[src/rtl/ps2_device_if.sv]
// Internal-side handshake bundle of the PS/2 device engine: the TX byte
// stream toward the host and the RX command stream from the host.
interface ps2_device_if;
  logic [7:0] tx_data;
  logic       tx_valid;
  logic       tx_ready;
  logic [7:0] rx_data;
  logic       rx_valid;
  logic       rx_error;
  logic       busy;

  // Master: the scan-code source / command sink using the engine.
  modport master (
    output tx_data, tx_valid,
    input  tx_ready, rx_data, rx_valid, rx_error, busy
  );

  // Slave: the PS/2 device engine itself.
  modport slave (
    input  tx_data, tx_valid,
    output tx_ready, rx_data, rx_valid, rx_error, busy
  );
endinterface

[src/rtl/ps2_device.sv]
// PS/2 device-side protocol engine. Generates the PS/2 clock, sends bytes
// to the host (odd parity, LSB first) and receives host commands with the
// device acknowledge. Pins are open-drain: *_oe = 1 pulls the line low.
module ps2_device #(
  parameter int CLK_HZ = 50000000,
  parameter int PS2_HZ = 12500
) (
  input  logic        clk_clk,
  input  logic        reset_reset_n,
  input  logic        ps2_clk_in,
  input  logic        ps2_dat_in,
  output logic        ps2_clk_oe,
  output logic        ps2_dat_oe,
  ps2_device_if.slave bus
);
  localparam int HALF     = CLK_HZ / (2 * PS2_HZ);
  localparam int IDLE_CYC = CLK_HZ / 20000;
  localparam int CW       = 20;
  localparam logic [CW-1:0] HALF_LAST = CW'(HALF - 1);
  localparam logic [CW-1:0] IDLE_LAST = CW'(IDLE_CYC);
  // After the device releases the clock it takes the synchronizer a couple
  // of cycles to see it high again; ignore "clock low" until then so our
  // own low phase is not mistaken for a host inhibit.
  localparam logic [CW-1:0] SETTLE    = CW'(3);

  typedef enum logic [3:0] {
    IDLE, TX_CHECK, TX_HI, TX_LO, TX_END,
    RX_REQ, RX_LO, RX_HI, RX_ACK_HI, RX_ACK_LO, INHIBIT
  } state_t;

  state_t        state_reg, state_next;
  logic [CW-1:0] cnt_reg, cnt_next;
  logic [CW-1:0] req_reg, req_next, req_count;
  logic [3:0]    bit_reg, bit_next;
  logic [8:0]    shift_reg, shift_next;
  logic [7:0]    rx_data_reg, rx_data_next;
  logic          rx_valid_reg, rx_valid_next;
  logic          rx_error_reg, rx_error_next;
  logic          busy_reg, busy_next;
  logic          clk_oe_reg, clk_oe_next;
  logic          dat_oe_reg, dat_oe_next;
  logic [7:0]    hold_data_reg;
  logic          hold_full_reg;
  logic          tx_done;
  logic          host_req;

  // Pin synchronizers: index 0 = clock, 1 = data. Reset to the idle-high level.
  logic [1:0] pin_raw;
  logic [1:0] pin_sync;
  assign pin_raw = {ps2_dat_in, ps2_clk_in};

  for (genvar gi = 0; gi < 2; gi++) begin : g_sync
    logic [1:0] sync_reg;
    // Two-stage synchronizer for one raw pin level.
    always_ff @(posedge clk_clk or negedge reset_reset_n) begin
      if (!reset_reset_n) sync_reg <= 2'b11;
      else                sync_reg <= {sync_reg[0], pin_raw[gi]};
    end
    assign pin_sync[gi] = sync_reg[1];
  end

  logic sclk, sdat;
  assign sclk = pin_sync[0];
  assign sdat = pin_sync[1];

  // Level of frame bit idx for byte d: start, data[0..7], odd parity, stop.
  function automatic logic frame_bit(input logic [3:0] idx, input logic [7:0] d);
    logic b;
    b = 1'b1;
    if (idx == 4'd0)      b = 1'b0;
    else if (idx <= 4'd8) b = d[3'(idx - 4'd1)];
    else if (idx == 4'd9) b = ~^d;
    return b;
  endfunction

  // State, timers and registered outputs.
  always_ff @(posedge clk_clk or negedge reset_reset_n) begin
    if (!reset_reset_n) begin
      state_reg    <= IDLE;
      cnt_reg      <= '0;
      req_reg      <= '0;
      bit_reg      <= '0;
      shift_reg    <= '0;
      rx_data_reg  <= '0;
      rx_valid_reg <= 1'b0;
      rx_error_reg <= 1'b0;
      busy_reg     <= 1'b0;
      clk_oe_reg   <= 1'b0;
      dat_oe_reg   <= 1'b0;
    end else begin
      state_reg    <= state_next;
      cnt_reg      <= cnt_next;
      req_reg      <= req_next;
      bit_reg      <= bit_next;
      shift_reg    <= shift_next;
      rx_data_reg  <= rx_data_next;
      rx_valid_reg <= rx_valid_next;
      rx_error_reg <= rx_error_next;
      busy_reg     <= busy_next;
      clk_oe_reg   <= clk_oe_next;
      dat_oe_reg   <= dat_oe_next;
    end
  end

  // One-entry TX holding register; released only by a completed frame.
  always_ff @(posedge clk_clk or negedge reset_reset_n) begin
    if (!reset_reset_n) begin
      hold_full_reg <= 1'b0;
      hold_data_reg <= '0;
    end else if (tx_done) begin
      hold_full_reg <= 1'b0;
    end else if (!hold_full_reg && bus.tx_valid) begin
      hold_full_reg <= 1'b1;
      hold_data_reg <= bus.tx_data;
    end
  end

  // Next-state logic plus next values of every registered output.
  always_comb begin
    state_next    = state_reg;
    cnt_next      = cnt_reg + CW'(1);
    req_next      = '0;
    bit_next      = bit_reg;
    shift_next    = shift_reg;
    rx_data_next  = rx_data_reg;
    rx_valid_next = 1'b0;
    rx_error_next = 1'b0;
    tx_done       = 1'b0;
    req_count     = (sclk && !sdat) ? req_reg + CW'(1) : '0;
    host_req      = sclk && !sdat && (req_reg == HALF_LAST);

    case (state_reg)
      IDLE: begin
        cnt_next = '0;
        req_next = req_count;
        if (host_req) begin
          state_next = RX_REQ;
          bit_next   = '0;
        end else if (hold_full_reg) begin
          state_next = TX_CHECK;
        end
      end
      TX_CHECK: begin
        req_next = req_count;
        if (host_req) begin
          state_next = RX_REQ;
          cnt_next   = '0;
          bit_next   = '0;
        end else if (!(sclk && sdat)) begin
          cnt_next = '0;
        end else if (cnt_reg == IDLE_LAST) begin
          state_next = TX_HI;
          cnt_next   = '0;
          bit_next   = '0;
        end
      end
      TX_HI: begin
        if (!sclk && !clk_oe_reg && cnt_reg >= SETTLE) begin
          state_next = INHIBIT;
          cnt_next   = '0;
        end else if (cnt_reg == HALF_LAST) begin
          state_next = TX_LO;
          cnt_next   = '0;
        end
      end
      TX_LO: begin
        if (cnt_reg == HALF_LAST) begin
          cnt_next = '0;
          if (bit_reg == 4'd10) begin
            state_next = TX_END;
          end else begin
            state_next = TX_HI;
            bit_next   = bit_reg + 4'd1;
          end
        end
      end
      TX_END: begin
        if (cnt_reg == HALF_LAST) begin
          state_next = IDLE;
          cnt_next   = '0;
          tx_done    = 1'b1;
        end
      end
      INHIBIT: begin
        cnt_next = '0;
        if (sclk) begin
          state_next = sdat ? IDLE : RX_REQ;
          bit_next   = '0;
        end
      end
      RX_REQ: begin
        if (cnt_reg == HALF_LAST) begin
          state_next = RX_LO;
          cnt_next   = '0;
        end
      end
      RX_LO: begin
        if (cnt_reg == HALF_LAST) begin
          state_next = RX_HI;
          cnt_next   = '0;
        end
      end
      RX_HI: begin
        if (cnt_reg == HALF_LAST) begin
          cnt_next = '0;
          if (bit_reg == 4'd9) begin
            // Stop bit: acknowledge only a properly terminated frame.
            if (sdat) begin
              state_next = RX_ACK_HI;
            end else begin
              state_next    = IDLE;
              rx_error_next = 1'b1;
            end
          end else begin
            shift_next = {sdat, shift_reg[8:1]};
            bit_next   = bit_reg + 4'd1;
            state_next = RX_LO;
          end
        end
      end
      RX_ACK_HI: begin
        if (cnt_reg == HALF_LAST) begin
          state_next = RX_ACK_LO;
          cnt_next   = '0;
        end
      end
      RX_ACK_LO: begin
        if (cnt_reg == HALF_LAST) begin
          state_next = IDLE;
          cnt_next   = '0;
          if (^shift_reg) begin
            rx_data_next  = shift_reg[7:0];
            rx_valid_next = 1'b1;
          end else begin
            rx_error_next = 1'b1;
          end
        end
      end
      default: begin
        state_next = IDLE;
        cnt_next   = '0;
      end
    endcase

    busy_next   = !(state_next == IDLE || state_next == TX_CHECK);
    clk_oe_next = state_next inside {TX_LO, RX_LO, RX_ACK_LO};
    dat_oe_next = (state_next inside {RX_ACK_HI, RX_ACK_LO}) ||
                  ((state_next inside {TX_HI, TX_LO}) && !frame_bit(bit_next, hold_data_reg));
  end

  assign ps2_clk_oe   = clk_oe_reg;
  assign ps2_dat_oe   = dat_oe_reg;
  assign bus.tx_ready = ~hold_full_reg;
  assign bus.rx_data  = rx_data_reg;
  assign bus.rx_valid = rx_valid_reg;
  assign bus.rx_error = rx_error_reg;
  assign bus.busy     = busy_reg;
endmodule

[src/flat_wrapper.sv]
// flat-port wrapper written by rule: the top's interface ports become plain ports
module ps2_device_flat 
#(
  parameter int CLK_HZ = 50000000,
  parameter int PS2_HZ = 12500
)
  (clk_clk, reset_reset_n, ps2_clk_in, ps2_dat_in, ps2_clk_oe, ps2_dat_oe, bus_tx_data, bus_tx_valid, bus_tx_ready, bus_rx_data, bus_rx_valid, bus_rx_error, bus_busy);
  ps2_device_if bus_i ();
  input  logic clk_clk;
  input  logic reset_reset_n;
  input  logic ps2_clk_in;
  input  logic ps2_dat_in;
  output logic ps2_clk_oe;
  output logic ps2_dat_oe;
  input wire logic [$bits(bus_i.tx_data)-1:0] bus_tx_data;
  input wire logic [$bits(bus_i.tx_valid)-1:0] bus_tx_valid;
  output wire logic [$bits(bus_i.tx_ready)-1:0] bus_tx_ready;
  output wire logic [$bits(bus_i.rx_data)-1:0] bus_rx_data;
  output wire logic [$bits(bus_i.rx_valid)-1:0] bus_rx_valid;
  output wire logic [$bits(bus_i.rx_error)-1:0] bus_rx_error;
  output wire logic [$bits(bus_i.busy)-1:0] bus_busy;
  assign bus_i.tx_data = bus_tx_data;
  assign bus_i.tx_valid = bus_tx_valid;
  assign bus_tx_ready = bus_i.tx_ready;
  assign bus_rx_data = bus_i.rx_data;
  assign bus_rx_valid = bus_i.rx_valid;
  assign bus_rx_error = bus_i.rx_error;
  assign bus_busy = bus_i.busy;
  ps2_device #(.CLK_HZ(CLK_HZ), .PS2_HZ(PS2_HZ)) u_core (.clk_clk(clk_clk), .reset_reset_n(reset_reset_n), .ps2_clk_in(ps2_clk_in), .ps2_dat_in(ps2_dat_in), .ps2_clk_oe(ps2_clk_oe), .ps2_dat_oe(ps2_dat_oe), .bus(bus_i));
endmodule
[config.mk]
export PLATFORM = sky130hd
export DESIGN_NAME = ps2_device_flat
export DESIGN_NICKNAME = d
export VERILOG_FILES = /design/src/rtl/ps2_device_if.sv /design/src/rtl/ps2_device.sv /design/src/flat_wrapper.sv
export SDC_FILE = /design/constraint.sdc
export NUM_CORES = 1
export LEC_CHECK = 0
export CAP_MARGIN = 20
export CORE_MARGIN = 5
export CORE_UTILIZATION = 30
export DETAILED_ROUTE_END_ITERATION = 10
export HOLD_SLACK_MARGIN = 0.05
export PLACE_DENSITY = 0.52
export REMOVE_ABC_BUFFERS = 1
export SKIP_CTS_REPAIR_TIMING = 1
export SLEW_MARGIN = 20
export SYNTH_ARGS = -nofsm -noshare
export SYNTH_HDL_FRONTEND = slang
export SYNTH_SLANG_ARGS = --single-unit
[constraint.sdc]
create_clock -name clk_clk -period 5.15 [get_ports clk_clk]
set_clock_uncertainty 0.2 [all_clocks]
set_input_delay 1.2875 -clock clk_clk [delete_from_list [all_inputs] [get_ports clk_clk]]
set_output_delay 1.2875 -clock clk_clk [all_outputs]
set_load 0.05 [all_outputs]
* Yosys cells after proc, flatten, opt, wreduce, memory -nomap -nowiden *
Cells that the tools add are included.
W data, S select, Z words.

word-level totals
  register bits after elaboration = 83
  input port bits = 13
  output and inout bits = 14
  word-level logic and storage cells = 132

operators by class
  $add $sub $neg = 4
  $lt $le $gt $ge = 3
  equality and inequality tests = 22
  mux-type cells = 55
  bitwise operators = 3
  reduce and logical (&&, ||, !) cells = 30

operators with widths
  kind                     number
  $mux W20                 7
  $mux W4                  25
  $pmux W20 S3             1
  $add A20 B1 Y20 const B  2
  $eq A20 B11 Y1 const B   2
  $pmux W4 S10             1
  $eq A4 B4 Y1 const B     8
  $eq A20 B12 Y1 const B   1
  $eq A4 B3 Y1 const B     5
  $ge A20 B2 Y1 const B    1
  $pmux W4 S5              1
  $eq A4 B2 Y1 const B     4
  $mux W1                  16
  $logic_not A4 Y1         3
  $reduce_xor A9 Y1        1
  $eq A4 B1 Y1 const B     2
  $reduce_xnor A8 Y1       1
  $logic_and A1 B1 Y1      7
  $reduce_or A7 Y1         1
  $logic_not A1 Y1         6
  $mux W3                  2
  $reduce_and A3 Y1        2
  $reduce_bool A2 Y1       3
  $add A4 B1 Y4 const B    1
  10 further kinds         14

* Longest topological paths before layout *
  word-level depth = 13
  gate-level depth with buffers = 15
  depth with buffers taken out = 14

* Worst setup path after synthesis *
No wires, ideal clock.

  path kind = reg-to-reg
  from = register u_core.bit_reg[0]
  to = register u_core.dat_oe_reg (netlist: u_core.ps2_dat_oe)
  library setup time = 139 ps
  data arrival time = 2852 ps
  required time = 4811 ps
  setup slack = 1959 ps
  cell stages (with the launch flop) = 14
  path buffers = 1
  period minus slack after synthesis = 3191 ps
  cell sequence = dfrtp_1 inv_1 ha_1 nor2b_1 o21a_1 or4_1 buf_2 o21a_1 ha_1 inv_1 nand4_1 nand4_1 a2111oi_0 a311oi_1

on the way
  longest elaborated chain between the ends = 12
  elaborated cells on any way between the ends = 36
  those cells by class = add/sub (2); order compare (1); eq/ne (7); mux (20); reduce/logical (6)

RTL lines
  element                                      RTL line                                                 text
  start, declared                              ps2_device.sv:34                                         logic [3:0] bit_reg, bit_next;
  start signal, assigned                       ps2_device.sv:94                                         bit_reg <= bit_next;
  $add A4 B1 Y4, or another cell as far along  ps2_device.sv:173, ps2_device.sv:216
  $mux W4, on equally long branches            ps2_device.sv:206, ps2_device.sv:149, ps2_device.sv:169
  $mux W4, on equally long branches            ps2_device.sv:204, ps2_device.sv:145, ps2_device.sv:167
  $pmux W4 S5                                  ps2_device.sv:132                                        case (state_reg)
  $sub A3 B1 Y3                                ps2_device.sv:71                                         else if (idx <= 4'd8) b = d[3'(idx - 4'd1)];
  $bmux W1 S3                                  ps2_device.sv:71
  $mux W1 (not written as such)                ps2_device.sv:71
  $mux W1                                      ps2_device.sv:71
  $mux W1                                      ps2_device.sv:70                                         if (idx == 4'd0) b = 1'b0;
  $logic_not A1 Y1                             ps2_device.sv:248                                        ((state_next inside {TX_HI, TX_LO}) && !frame_bit(bit_next, hold_data_reg));
  $logic_and A1 B1 Y1                          ps2_device.sv:248
  $logic_or A1 B1 Y1 (*)                       ps2_device.sv:247                                        dat_oe_next = (state_next inside {RX_ACK_HI, RX_ACK_LO}) ||
  via u_core.dat_oe_next                       ps2_device.sv:41                                         logic dat_oe_reg, dat_oe_next;
  end signal, assigned                         ps2_device.sv:101                                        dat_oe_reg <= dat_oe_next;
  end, declared                                ps2_device.sv:41

Mark *: on every way through the listed nets, which the timed path passes. The rest lies on a longest branch. The select of a mux whose other input is x is not followed.
A chain may end at the register's enable or synchronous reset.

* Worst setup path in the final report *
  from = register u_core.g_sync[0].sync_reg[1]
  to = register u_core.dat_oe_reg (netlist: u_core.ps2_dat_oe)

on the way
  longest elaborated chain between the ends = 12
  elaborated cells on any way between the ends = 35
  those cells by class = add/sub (1); order compare (1); eq/ne (5); mux (16); reduce/logical (12)

RTL lines
  element                                         RTL line                              text
  start, declared                                 ps2_device.sv:53                      logic [1:0] sync_reg;
  start signal, assigned                          ps2_device.sv:57                      else sync_reg <= {sync_reg[0], pin_raw[gi]};
  $logic_and A1 B1 Y1, on equally long branches   ps2_device.sv:149, ps2_device.sv:130
  $mux W4 or $logic_and A1 B1 Y1 (tied branches)  ps2_device.sv:149, ps2_device.sv:130
  $mux W4, on equally long branches               ps2_device.sv:145, ps2_device.sv:136
  $pmux W4 S5 (*)                                 ps2_device.sv:132
  via u_core.bit_next[0]                          ps2_device.sv:34
  $sub A3 B1 Y3                                   ps2_device.sv:71
  $bmux W1 S3                                     ps2_device.sv:71
  $mux W1 (not written as such)                   ps2_device.sv:71
  $mux W1                                         ps2_device.sv:71
  $mux W1 (*)                                     ps2_device.sv:70
  $logic_not A1 Y1 (*)                            ps2_device.sv:248
  $logic_and A1 B1 Y1 (*)                         ps2_device.sv:248
  $logic_or A1 B1 Y1 (*)                          ps2_device.sv:247
  via u_core.dat_oe_next                          ps2_device.sv:41

Marked as above.

==> results.txt <==
----------------------------------------------------
[Outcome]
  Status ... finished, final reports clean

[Routing]
  Final antenna-violating net count ... 0
  Post-detailed-route wirelength per cell ... 15.07 microns
  Ratio of routed vias to standard cells ... 5.134
  Sum of routed wire length over all layers ... around 10 mm
  1st-iter DRT viols ... between 150 and 200
  First drt pass iteration count ... 4
  Total vias in the final route ... ~3400
  Count of unresolved DRC violations after routing ... 0

[GRT]
  All-layer global routing usage ... between 10% and 20%
  Wire length of the first global-routing pass ... between 15 and 20 mm
  Largest net degree at the start of global routing ... 84
  Vias in the first global route ... 3420
  Overflow left after global routing ... 0
  Number of antenna violations at the first check in global routing ... 0

[Cells and area]
  Reg area ... 0.002082 sq mm
  Antenna Cells ... 0
  Fillcell total ... between 1500 and 2000
  Fin area ... about 0.0052 sq mm
  Area occupied by multi-input gates ... 0.002308 sq mm
  Proportion of layout cells with a drive suffix above 1 ... about 13%
  Layout overhead on the synthesized area ... 15.82%
  Final design utilization ... 34.91%
  Number of nets at the end of the flow ... 499
  Fin cells ... around 670

[Worst setup path]
  Endpoint type of the worst setup path ... flip-flop
  Startpoint kind of the worst setup timing path ... flip-flop
  Depth of the worst register-to-register path ... 11
  Data arrival time at the worst-slack endpoint ... 3.80 ns
  Internal reg-to-reg setup slack ... 1.36 ns
  Data required time of the critical path ... between 5 and 6 ns
  R2R Path Start ... u_core.g_sync[0].sync_reg[1]$_DFF_PN1_
  End of the worst register-to-register path ... u_core.ps2_dat_oe$_DFF_PN0_
  Setup Crit Path Kind ... flip-flop to flip-flop
  Largest fanout of any net on the critical path ... 6
  Startpoint of the worst setup timing path ... u_core.g_sync[0].sync_reg[1]$_DFF_PN1_

[STA]
  Setup TNS ... 0 ns
  Period utilization ... 73.55%
  Worst-Margin Slew ... just under 0.8 ns
  Max Freq ... 264.0 MHz
  Final hold violations ... 0
  RSZ-0062 raised after global routing ... false
  Number of endpoints failing setup at the final stage ... 0
  Slew Limit Fails ... 0
  Final worst path period need ... ~3.8 ns
  Headroom to the max-slew limit ... between 40 and 50%

[Die]
  Number of ports placed on the die boundary ... 27
  Starting density of the core ... 30.14%
  Core box area ... ~0.015 sq mm
  Total Die Area ... 0.01766 sq mm
  Overall die width ... 132.9 microns
  Y dimension of the die ... 132.9 microns
  Number of placement rows ... 45

[Clocking]
  Total CTS buffers ... 9
  CTS sink count ... 83
  Cell at the root of the clock tree ... sky130_fd_sc_hd__clkbuf_16
  Clock network latency to the later pin of the worst-skew pair ... 0.35 ns
  TritonCTS clock tree ... built
  H-tree depth reported by CTS ... 3
  Reg clk slew, reported paths ... 0.06 ns
  Maximum count of clock buffers along a single path ... 2

[Power]
  Power, Total ... 0.001298 W
  Leak pwr ... 2.195 nW
  Largest vdd supply drop ... 0.2113 mV
  Power density relative to cell area ... 247.4 mW/mm^2

[Placement]
  Number of cells in the design after placement ... 655
  Final weighted congestion of routability-driven global placement ... between 0.8 and 0.9
  Number of buffers inserted by port buffering ... 26
  DP HPWL ... 7.184 mm
  Post-place instance area ... 0.004981 sq mm

[Synthesis]
  Unique masters post-synth ... 64
  Yosys synthesis warning count ... 0
  Post-synthesis average cell area ... between 10 and 15 sq um
  Most instantiated flip-flop cell in the synthesis netlist ... sky130_fd_sc_hd__dfrtp_1
  Syn Std Cell Area ... around 0.0045 sq mm
  Fraction of the yosys area taken by sequential cells ... 45.95%
  Number of enable-type register cells in the synthesized netlist ... 0
  #FFs+latches synth ... just over 80
  Number of instances in the synthesized netlist ... 453
  Share of synthesized registers carrying an async set or reset ... 100.0%

[Hold path]
  Kind of path behind the tightest hold check ... flip-flop to flip-flop
  Worst hold path startpoint ... u_core.g_sync[1].sync_reg[0]$_DFF_PN1_
  Hold-critical path depth ... 0
  Capture endpoint of the worst hold path ... u_core.g_sync[1].sync_reg[1]$_DFF_PN1_

[Job]
  Max-cap violations ... 0

----------------------------------------------------
## synth_stat cells (3+ instances only)
cell                       instances  area (sq um)
sky130_fd_sc_hd__nand4_1          17         106.4
sky130_fd_sc_hd__o21ai_0          14         70.07
sky130_fd_sc_hd__or3_1             6         37.54
sky130_fd_sc_hd__clkbuf_1         10         37.54
sky130_fd_sc_hd__o211ai_1          5         37.54
sky130_fd_sc_hd__nor2_1           58         217.7
sky130_fd_sc_hd__and2_1            3         18.77
sky130_fd_sc_hd__xor2_1           20         175.2
sky130_fd_sc_hd__ha_1              8         100.1
sky130_fd_sc_hd__a21oi_1          13         65.06
sky130_fd_sc_hd__and4_1            4         35.03
sky130_fd_sc_hd__xnor2_1          26         227.7
sky130_fd_sc_hd__dfstp_2           4         105.1
sky130_fd_sc_hd__buf_2             4         20.02
sky130_fd_sc_hd__nand2_1          30         112.6
sky130_fd_sc_hd__nor3_1            9         45.04
sky130_fd_sc_hd__nor4_1            5         31.28
sky130_fd_sc_hd__nor3b_1           3         22.52
sky130_fd_sc_hd__a211oi_1          4         30.03
sky130_fd_sc_hd__dfrtp_1          79          1977
sky130_fd_sc_hd__inv_1            21         78.83
sky130_fd_sc_hd__nand3_1          17         85.08
sky130_fd_sc_hd__mux2_2           27         304.0
sky130_fd_sc_hd__nor2b_1           6         37.54
sky130_fd_sc_hd__and3_1            9         56.30
## how the worst max path moves through the flow
stage / to / slack [ns] / depth (start not counted)
floorplan: u_core.ps2_dat_oe$_DFF_PN0_ / 1.95 / 12
global placement: u_core.ps2_dat_oe$_DFF_PN0_ / 1.62 / 11
detailed placement: u_core.ps2_dat_oe$_DFF_PN0_ / 1.37 / 11
CTS: u_core.ps2_dat_oe$_DFF_PN0_ / 1.34 / 11
global route: u_core.ps2_dat_oe$_DFF_PN0_ / 1.01 / 11
finish: u_core.ps2_dat_oe$_DFF_PN0_ / 1.36 / 11
## placed cells by master (no fill, tap or decap), drive strengths merged, types with 3 or more instances in the layout
cell type / count
nor4: 8
clkbuf: 11
xor2: 20
nor2: 58
nor3: 9
and2: 3
xnor2: 26
and4: 4
a211oi: 5
clkinv: 4
dfrtp: 79
nor3b: 4
ha: 8
nor2b: 6
inv: 21
o21ai: 14
nand2: 30
nand4: 17
o211ai: 5
a21oi: 13
o21a: 3
and3: 9
nand3: 18
dfstp: 4
clkdlybuf4s50: 25
or3: 7
mux2: 28
buf: 3
## per-stage QoR
stage | hold WS [ns] | setup WS, ns
floorplan | 0.1452 | 1.945
global placement | 0.1495 | 1.620
detailed placement | 0.1484 | 1.366
CTS | 0.1574 | 1.339
global route | 0.1637 | 1.011
finish | 0.1559 | 1.362
## worst max-delay path, cell delays in order, from the launching register on
cell and delay [ns]:
sky130_fd_sc_hd__dfstp_2 0.56, sky130_fd_sc_hd__nor2b_1 0.27, sky130_fd_sc_hd__nand4bb_1 0.18, sky130_fd_sc_hd__o21ai_0 0.56
sky130_fd_sc_hd__o211ai_1 0.37, sky130_fd_sc_hd__o21a_2 0.33, sky130_fd_sc_hd__ha_1 0.39, sky130_fd_sc_hd__inv_1 0.09
sky130_fd_sc_hd__nand4_1 0.09, sky130_fd_sc_hd__nand4_1 0.09, sky130_fd_sc_hd__a2111oi_0 0.43, sky130_fd_sc_hd__a311oi_1 0.09
## logic make-up (layout without fill, tap and decap cells)
| logic type | Yosys count | after routing | share of synthesized area, % |
|---|---|---|---|
| AO/OA/AOI/OAI | 65 | 65 | 10.61 |
| multiplexers | 30 | 30 | 7.484 |
| adder cells (fa/ha/maj) | 8 | 8 | 2.209 |
| XOR/XNOR | 46 | 46 | 8.893 |
| flip-flops | 83 | 83 | 45.95 |
| buffers and inverters | 36 | 66 | 3.093 |
| AND/OR/NAND/NOR | 185 | 185 | 21.76 |
## cell type report
type                            instances  share of cell area (%)
Clock buffer                           11                   4.435
Clock inverter                          5                  0.5722
Inverter                               22                   1.574
Multi-Input combinational cell        334                   43.99
Sequential cell                        83                   39.68
Tap cell                              188                   4.483
Timing Repair Buffer                   28                   5.269
## routing by layer
metal | vias up | GRT usage, % | wire length (microns)
li1 | 1662 | - | -
met1 | 1667 | 15.47 | 4621
met2 | 90 | 17.44 | 4623
met3 | 26 | 4.183 | 524
met4 | 0 | 5.543 | 346
met5 | - | 0 | 0
## report_power, final
part / internal [W] / switching, W
logic: 0.0000218 / 0.0000280
registers: 0.000660 / 0.00000724
clock network: 0.000324 / 0.000257
No activity file was read; power rests on OpenSTA's default activity.
